File: src/rtl/spi_frame_assembler_pkg.sv
// Shared types and constants for the SPI transmit frame assembler.
package abae_frame_pkg;

  typedef enum logic [1:0] {
    IDLE,
    HEADER,
    PAYLOAD,
    HOLD
  } frame_state_t;

  localparam logic [1:0] ERR_NONE    = 2'b00;
  localparam logic [1:0] ERR_TIMEOUT = 2'b01;
  localparam logic [1:0] ERR_BAD_LEN = 2'b10;

  function automatic int unsigned msg_bytes(input int unsigned message_size);
    return message_size / 8;
  endfunction

  function automatic int unsigned hdr_bytes(input int unsigned header_size);
    return header_size / 8;
  endfunction

endpackage

File: src/rtl/spi_frame_assembler_gap_timer.sv
// Inter-byte gap timer: flags the idle cycle on which the gap limit is reached.
module frame_gap_timer #(
  parameter int unsigned TIMEOUT_CYCLES = 100_000
) (
  input  logic clk,
  input  logic rst_n,
  input  logic clear,
  input  logic enable,
  output logic expired
);

  localparam int unsigned CNT_W = $clog2(TIMEOUT_CYCLES + 1);
  localparam logic [CNT_W-1:0] LAST = CNT_W'(TIMEOUT_CYCLES - 1);

  logic [CNT_W-1:0] count;

  // Expiry is flagged on the idle edge that would bring the count to the limit.
  assign expired = enable && !clear && (count == LAST);

  always_ff @(posedge clk or negedge rst_n) begin
    if (!rst_n) begin
      count <= '0;
    end else if (clear) begin
      count <= '0;
    end else if (enable) begin
      count <= count + CNT_W'(1);
    end
  end

endmodule

File: src/rtl/spi_frame_assembler.sv
// Packs a UART byte stream into a header + message frame and hands it to the
// SPI controller over valid/ready; bad lengths and stalled frames are dropped.
module spi_frame_assembler
  import abae_frame_pkg::*;
#(
  parameter int unsigned MESSAGE_SIZE   = 512,
  parameter int unsigned HEADER_SIZE    = 32,
  parameter int unsigned TIMEOUT_CYCLES = 100_000
) (
  input  logic                    clk_in,
  input  logic                    rst_n_in,
  input  logic [7:0]              byte_in,
  input  logic                    byte_valid_in,
  output logic                    byte_ready_out,
  output logic [HEADER_SIZE-1:0]  tx_header_out,
  output logic [MESSAGE_SIZE-1:0] tx_message_out,
  output logic                    tx_valid_out,
  input  logic                    tx_ready_in,
  output logic                    error_out,
  output logic [1:0]              error_code_out
);

  localparam int unsigned MSG_BYTES = msg_bytes(MESSAGE_SIZE);
  localparam int unsigned HDR_BYTES = hdr_bytes(HEADER_SIZE);
  localparam int unsigned PAY_W     = $clog2(MSG_BYTES + 1);
  localparam int unsigned HDR_W     = $clog2(HDR_BYTES + 1);
  localparam logic [15:0]      MAX_LEN  = 16'(MSG_BYTES);
  localparam logic [HDR_W-1:0] HDR_LAST = HDR_W'(HDR_BYTES - 1);

  frame_state_t state, state_next;

  logic [HEADER_SIZE-1:0]  header;
  logic [MESSAGE_SIZE-1:0] message;
  logic [HDR_W-1:0]        hdr_idx;
  logic [PAY_W-1:0]        pay_idx;
  logic [15:0]             len_q;
  logic [15:0]             len_now;
  logic                    tx_valid;
  logic                    error;
  logic [1:0]              error_code;
  logic                    err_set;
  logic [1:0]              err_code_next;
  logic                    accept;
  logic                    timing;
  logic                    len_check;
  logic                    pay_last;
  logic                    expired;

  assign byte_ready_out = (state != HOLD);
  assign accept         = byte_valid_in && byte_ready_out;
  assign timing         = (state == HEADER) || (state == PAYLOAD);
  assign len_check      = accept && (((state == HEADER) && (hdr_idx == HDR_LAST)) ||
                                     ((state == IDLE) && (HDR_BYTES == 1)));
  assign pay_last       = (state == PAYLOAD) && ((16'(pay_idx) + 16'd1) == len_q);

  // Length is taken with the byte being accepted on this edge as its low byte.
  generate
    if (HDR_BYTES >= 2) begin : g_len_wide
      assign len_now = {header[15:8], byte_in};
    end else begin : g_len_byte
      assign len_now = {8'h00, byte_in};
    end
  endgenerate

  frame_gap_timer #(
    .TIMEOUT_CYCLES(TIMEOUT_CYCLES)
  ) u_gap_timer (
    .clk    (clk_in),
    .rst_n  (rst_n_in),
    .clear  (accept || !timing),
    .enable (timing && !accept),
    .expired(expired)
  );

  always_ff @(posedge clk_in or negedge rst_n_in) begin
    if (!rst_n_in) begin
      state <= IDLE;
    end else begin
      state <= state_next;
    end
  end

  // The length decision overrides the per-state transition on the last header byte.
  always_comb begin
    state_next    = state;
    err_set       = 1'b0;
    err_code_next = ERR_NONE;
    unique case (state)
      IDLE:    if (accept) state_next = HEADER;
      HEADER: begin
        if (expired) begin
          state_next    = IDLE;
          err_set       = 1'b1;
          err_code_next = ERR_TIMEOUT;
        end
      end
      PAYLOAD: begin
        if (accept && pay_last) begin
          state_next = HOLD;
        end else if (expired) begin
          state_next    = IDLE;
          err_set       = 1'b1;
          err_code_next = ERR_TIMEOUT;
        end
      end
      HOLD:    if (tx_ready_in) state_next = IDLE;
    endcase
    if (len_check) begin
      if (len_now == 16'd0) begin
        state_next = HOLD;
      end else if (len_now > MAX_LEN) begin
        state_next    = IDLE;
        err_set       = 1'b1;
        err_code_next = ERR_BAD_LEN;
      end else begin
        state_next = PAYLOAD;
      end
    end
  end

  always_ff @(posedge clk_in or negedge rst_n_in) begin
    if (!rst_n_in) begin
      tx_valid   <= 1'b0;
      error      <= 1'b0;
      error_code <= ERR_NONE;
    end else begin
      tx_valid <= (state_next == HOLD);
      error    <= err_set;
      if (err_set) error_code <= err_code_next;
    end
  end

  always_ff @(posedge clk_in or negedge rst_n_in) begin
    if (!rst_n_in) begin
      header  <= '0;
      message <= '0;
      hdr_idx <= '0;
      pay_idx <= '0;
      len_q   <= '0;
    end else if (accept) begin
      if (len_check) len_q <= len_now;
      unique case (state)
        IDLE: begin
          message                       <= '0;
          header                        <= '0;
          header[HEADER_SIZE-1 -: 8]    <= byte_in;
          hdr_idx                       <= HDR_W'(1);
          pay_idx                       <= '0;
        end
        HEADER: begin
          for (int unsigned k = 1; k < HDR_BYTES; k++) begin
            if (hdr_idx == HDR_W'(k)) header[HEADER_SIZE-1-8*k -: 8] <= byte_in;
          end
          hdr_idx <= hdr_idx + HDR_W'(1);
        end
        PAYLOAD: begin
          for (int unsigned k = 0; k < MSG_BYTES; k++) begin
            if (pay_idx == PAY_W'(k)) message[MESSAGE_SIZE-1-8*k -: 8] <= byte_in;
          end
          pay_idx <= pay_idx + PAY_W'(1);
        end
        default: ;
      endcase
    end
  end

  assign tx_header_out  = header;
  assign tx_message_out = message;
  assign tx_valid_out   = tx_valid;
  assign error_out      = error;
  assign error_code_out = error_code;

endmodule
File: config.mk
export PLATFORM = sky130hd
export DESIGN_NAME = spi_frame_assembler
export DESIGN_NICKNAME = d
export VERILOG_FILES = /design/src/rtl/spi_frame_assembler_pkg.sv /design/src/rtl/spi_frame_assembler_gap_timer.sv /design/src/rtl/spi_frame_assembler.sv
export SDC_FILE = /design/constraint.sdc
export NUM_CORES = 1
export LEC_CHECK = 0
export CELL_PAD_IN_SITES_DETAIL_PLACEMENT = 1
export CELL_PAD_IN_SITES_GLOBAL_PLACEMENT = 1
export CORE_ASPECT_RATIO = 0.9
export CORE_MARGIN = 3
export CORE_UTILIZATION = 40
export DETAILED_ROUTE_END_ITERATION = 6
export PLACE_DENSITY = 0.85
export SYNTH_ARGS = -nofsm -noshare
export SYNTH_HDL_FRONTEND = slang
export SYNTH_SLANG_ARGS = --single-unit
File: constraint.sdc
create_clock -name clk_in -period 4.2 [get_ports clk_in]
set_clock_uncertainty 0.05 [all_clocks]
set_input_delay 0.84 -clock clk_in [delete_from_list [all_inputs] [get_ports clk_in]]
set_output_delay 0.84 -clock clk_in [all_outputs]
set_load 0.01 [all_outputs]
== Word level (Yosys, flattened, before mapping) ==
Index checks and enable logic that the tools add are counted.
Word-level totals
  logic and storage cells: 404
  output and inout bits: 549
  register bits: 593
  input bits: 12
Cells by class
  multiplexer cells: 93
  add/sub/neg operators: 4
  equality and inequality tests: 140
  reduce and logical (&&, ||, !) cells: 90
  magnitude comparators: 1
Operator list (number)
  $pmux W512 S2: 1
  $mux W8: 67
  $eq A7 B6 Y1 const B: 32
  $reduce_and A3 Y1: 67
  $ne A2 B1 Y1 const B: 67
  $eq A7 B5 Y1 const B: 16
  $eq A7 B4 Y1 const B: 8
  $pmux W24 S2: 1
  $mux W17: 2
  $eq A7 B3 Y1 const B: 4
  $mux W2: 11
  $add A17 B1 Y17 const B: 1
  $eq A17 B17 Y1 const B: 1
  $eq A8 B16 Y1: 1
  $gt A16 B7 Y1 const B: 1
  $logic_not A16 Y1: 1
  $eq A7 B2 Y1 const B: 2
  $pmux W7 S2: 1
  $add A7 B1 Y8 const B: 1
  $logic_and A1 B1 Y1: 8
  $pmux W2 S4: 1
  $reduce_and A2 Y1: 4
  $add A7 B1 Y7 const B: 1
  $eq A7 B1 Y1 const B: 1
  15 further kinds: 28

== Logic depth before layout (Yosys ltp) ==
  depth in word-level cells: 13
  depth in mapped cells: 11
  mapped depth without buffers: 8

== By module ==
From an unflattened synthesis, not the netlist that was laid out.
Second synthesis, totals
  cells, all modules: 1718
  area, all modules: 23809.1 um^2
By module, submodules not included
  spi_frame_assembler: area an instance 22940.8 um^2, cells an instance 1631, sequential area each 14413.8 um^2, times used 1
  frame_gap_timer: area an instance 868.3 um^2, cells an instance 87, sequential area each 425.4 um^2, times used 1

== Worst setup path after synthesis ==
Ideal clock, no wire load.
  path type: input -> register
  start point: input byte_valid_in
  end point: register message[440], in the netlist tx_message_out[440]
  required time: 4.017 ns
  setup time: 0.133 ns
  slack: 1.799 ns
  buffers on the path: 4
  data arrival time: 2.218 ns
  cell stages on the path: 9
  path through: nor2b_1 buf_2 nand2_1 nand2_1 buf_2 buf_2 nand2_1 clkbuf_1 o21ai_0
Between the ends
  word-level cells in the longest chain between the ends: 2
RTL lines
  start, declared: line spi_frame_assembler.sv:13  | input logic byte_valid_in,
  $logic_and A1 B1 Y1: line spi_frame_assembler.sv:50  | assign accept = byte_valid_in && byte_ready_out;
  $reduce_and A3 Y1 (no line)
  end signal, assigned by index: line spi_frame_assembler.sv:158  | if (pay_idx == PAY_W'(k)) message[MESSAGE_SIZE-1-8*k -: 8] <= byte_in;
  end, declared: line spi_frame_assembler.sv:33  | logic [MESSAGE_SIZE-1:0] message;
No other way between the ends.
A chain may end at the register's enable or synchronous reset.

== Worst setup path in the final report ==
  start point: input byte_valid_in
  end point: register message[298], in the netlist tx_message_out[298]
Same word-level chain as after synthesis.

==> results.ini <==
[outcome]
status = finished clean

[critical_path]
crit_path_start_kind = primary input
r2r-end = tx_message_out[298]$_DFFE_PN0P_
regToRegSetupSlack_ps = 940
criticalPathCategory = in -> reg
cp.required_ps = 4630
cp_data_arrival_time_ps = 3740
rr_worst_depth = 7
reg2reg_from = state[0]$_DFF_PN0_
crit_fanout = 41
worst_setup_path_end_kind = register

[yosys]
synth.top_cell.area_share_pct = 66.4
yosys.cell_types.count = 40
synth_area_sq_mm = 0.0223
synthesis.nets = 2254
synthCells = 2228
ys_ff_latch = 593
synth_top_family_by_area = compound AO/OA/AOI/OAI gates
yosys.area.top_type = dfrtp_1
ys_seq_area_share_pct = 66.4
synth.area.mux_share_pct = 0.403
synth_xor_area_share_pct = 0.862
synth_area_leaders = dfrtp_1 66%, o21ai_0 14%, nand2_1 12%
synthAdderAreaFrac_pct = 0.784
syn_avg_cell_area_sq_um = 10.0
synth_warnings = 0
synth_compound_area_share_pct = 14.7
synth-simple-area-share_pct = 13.9

[clocking]
numCtsBuffers = 60
clkTransAtPathRegs_ps = 60
cts_resized = 0
post_cts_buffers = 0
clk_latency_ps = 610
hold_buffers = 0
cts_buffer_depth = 3
clock-sinks = 593
cts_root_buf = clkbuf_16
htreeDepth = 2
cts_tree = built

[floorplanning]
start_util_pct = 40.7
dieHeight_um = 230
core_sq_mm = 0.0548
die_x_um = 255
fp-row-count = 81
pin_count = 561
die_area_sq_mm = 0.0587

[timing]
hold_viol = 0
setup_tns_ps = 0
worst_pin_slew_ps = 1220
setup_viol = 0
period_share_pct = 78.7
min_period_ps = 3310
fmax_mhz = 303
rsz0062_at_grt = false
drv_slew = 0
maxSlewHeadroom_pct = 17.8
setup_slack_ps = 894

[global_route]
grt_max_degree = 119
grt_overflow = 0
globalRouteMet1Util_pct = 36.3
grt_pass1_wl_um = 134000
grt-busiest-layer = met2
grt_util_met2_pct = 51.8
track_usage_pct = 30.2
antenna_found_initial = 2
grt_pass1_vias = 21100
use_met3_pct = 8.49

[place]
gp_congestion = 0.820
numPortBuffers = 560
hpwl_um = 60000
dp_slack_ps = 406

[drt]
dr.first_iter.drc_count = 1079
antenna_left = 0
post_drt_via_cell_ratio = 5.42
dr.pass1.iters = 5
vias = 19100
wire_per_inst_um = 25.2
routed_wl_um = 88900
post-route-drc-count = 0

[final_layout]
area_delta_synth_final_pct = 37.3
layout_common_cells = 691 x nand2_1, 615 x o21ai_0, 593 x dfrtp_1
fillerInstances = 5921
drive_gt1_share_pct = 5.71
layout_commonest_cell = nand2_1
fin_nets = 2759
diodes = 0

[power]
max-vdd-ir-drop_mv = 0.471
power_density_mw_per_mm2 = 890
cellLeakagePower_nw = 13.4

[worst_hold_path]
hp-class = in -> async

[run]
maxCapViolCount = 0

-- logic make-up (layout without fill, tap and decap cells) --
group	after synthesis	in the layout
AOI/OAI and AO/OA	642	642
xor gates and xnor gates	22	22
adders and majority gates	14	14
buffers and inverters	161	716
DFF	593	593
muxes	8	8
and+or+nand+nor	788	788
-- worst max-delay path by stage --
stage	from	endpoint	cells after the start
after floorplan	byte_valid_in	tx_message_out[440]$_DFFE_PN0P_	9
after global placement	byte_valid_in	tx_message_out[65]$_DFFE_PN0P_	8
after detailed placement	byte_valid_in	tx_message_out[300]$_DFFE_PN0P_	8
after CTS	byte_valid_in	tx_message_out[67]$_DFFE_PN0P_	8
after global routing	byte_valid_in	tx_message_out[67]$_DFFE_PN0P_	8
final	byte_valid_in	tx_message_out[298]$_DFFE_PN0P_	7
-- critical path, stage by stage --
cell and delay (ps):
clkdlybuf4s50_1 500, nor2b_1 430, nand2_1 330, nand2_2 470
buf_12 270, nand2_1 400, o21ai_0 420
-- cell usage after synthesis --
master,count
nor2b_1,6
o21a_1,2
nand3_1,14
nor4_1,5
or2_2,1
nand2_1,700
clkbuf_1,110
and3_1,6
inv_1,12
a21oi_1,5
o31ai_1,2
or3_1,5
xnor2_1,11
o41ai_2,1
nand4_1,5
o21ai_0,615
nor4b_1,1
a21boi_0,1
and2_1,2
nand2b_1,1
dfrtp_1,593
a2111oi_2,1
nand3b_1,1
a31o_1,1
and3_2,1
or4b_1,1
o221ai_1,2
xor2_1,11
nor3_1,3
or4_1,4
a211o_1,1
a22o_1,7
and4_1,1
buf_2,39
nor2_1,30
nor3b_1,1
o21ai_1,3
ha_1,14
mux2_2,8
o311ai_0,1
-- power by group --
group | total, W | switching, W | internal (W)
clock network | 0.00540 | 0.00233 | 0.00307
logic | 0.0121 | 0.00695 | 0.00511
registers | 0.00984 | 0.00166 | 0.00818
total | 0.0273 | 0.0109 | 0.0164
-- per-stage QoR --
step	instance area [sq um]	instances	hold slack, ps	total power [W]	utilization, %
3_3_place_gp	28700	3418	396	0.0210	52.3
6_report	30700	3530	200	0.0273	56.0
5_1_grt	30700	3530	263	0.0289	56.0
4_1_cts	30700	3530	311	0.0274	56.0
3_5_place_dp	28700	3418	419	0.0218	52.3
2_1_floorplan	22300	2228	383	0.0142	-
-- cell type report --
type	instances	area, sq um	area share, %
Tap cell	747	935	3.05
Clock inverter	30	248	0.808
Multi-Input combinational cell	1474	6870	22.4
Inverter	12	45.0	0.147
Clock buffer	82	1740	5.66
Timing Repair Buffer	592	6000	19.6
Sequential cell	593	14800	48.4
-- metal layers --
layer	share of wire (%)	wire, um	vias to the layer above
li1	-	-	8394
met1	39	34300	9870
met2	50	44000	683
met3	7.9	7010	196
met4	4.0	3590	0
met5	0	0	-
-- registers in the layout, summed over array words and instances, names as in the netlist --
register and flops:
error_code_out 2, error_out 1, hdr_idx 3, len_q 16
pay_idx 7, state 2, tx_header_out 32, tx_message_out 512
tx_valid_out 1, u_gap_timer.count 17
Power figures use the tool's default switching activity.
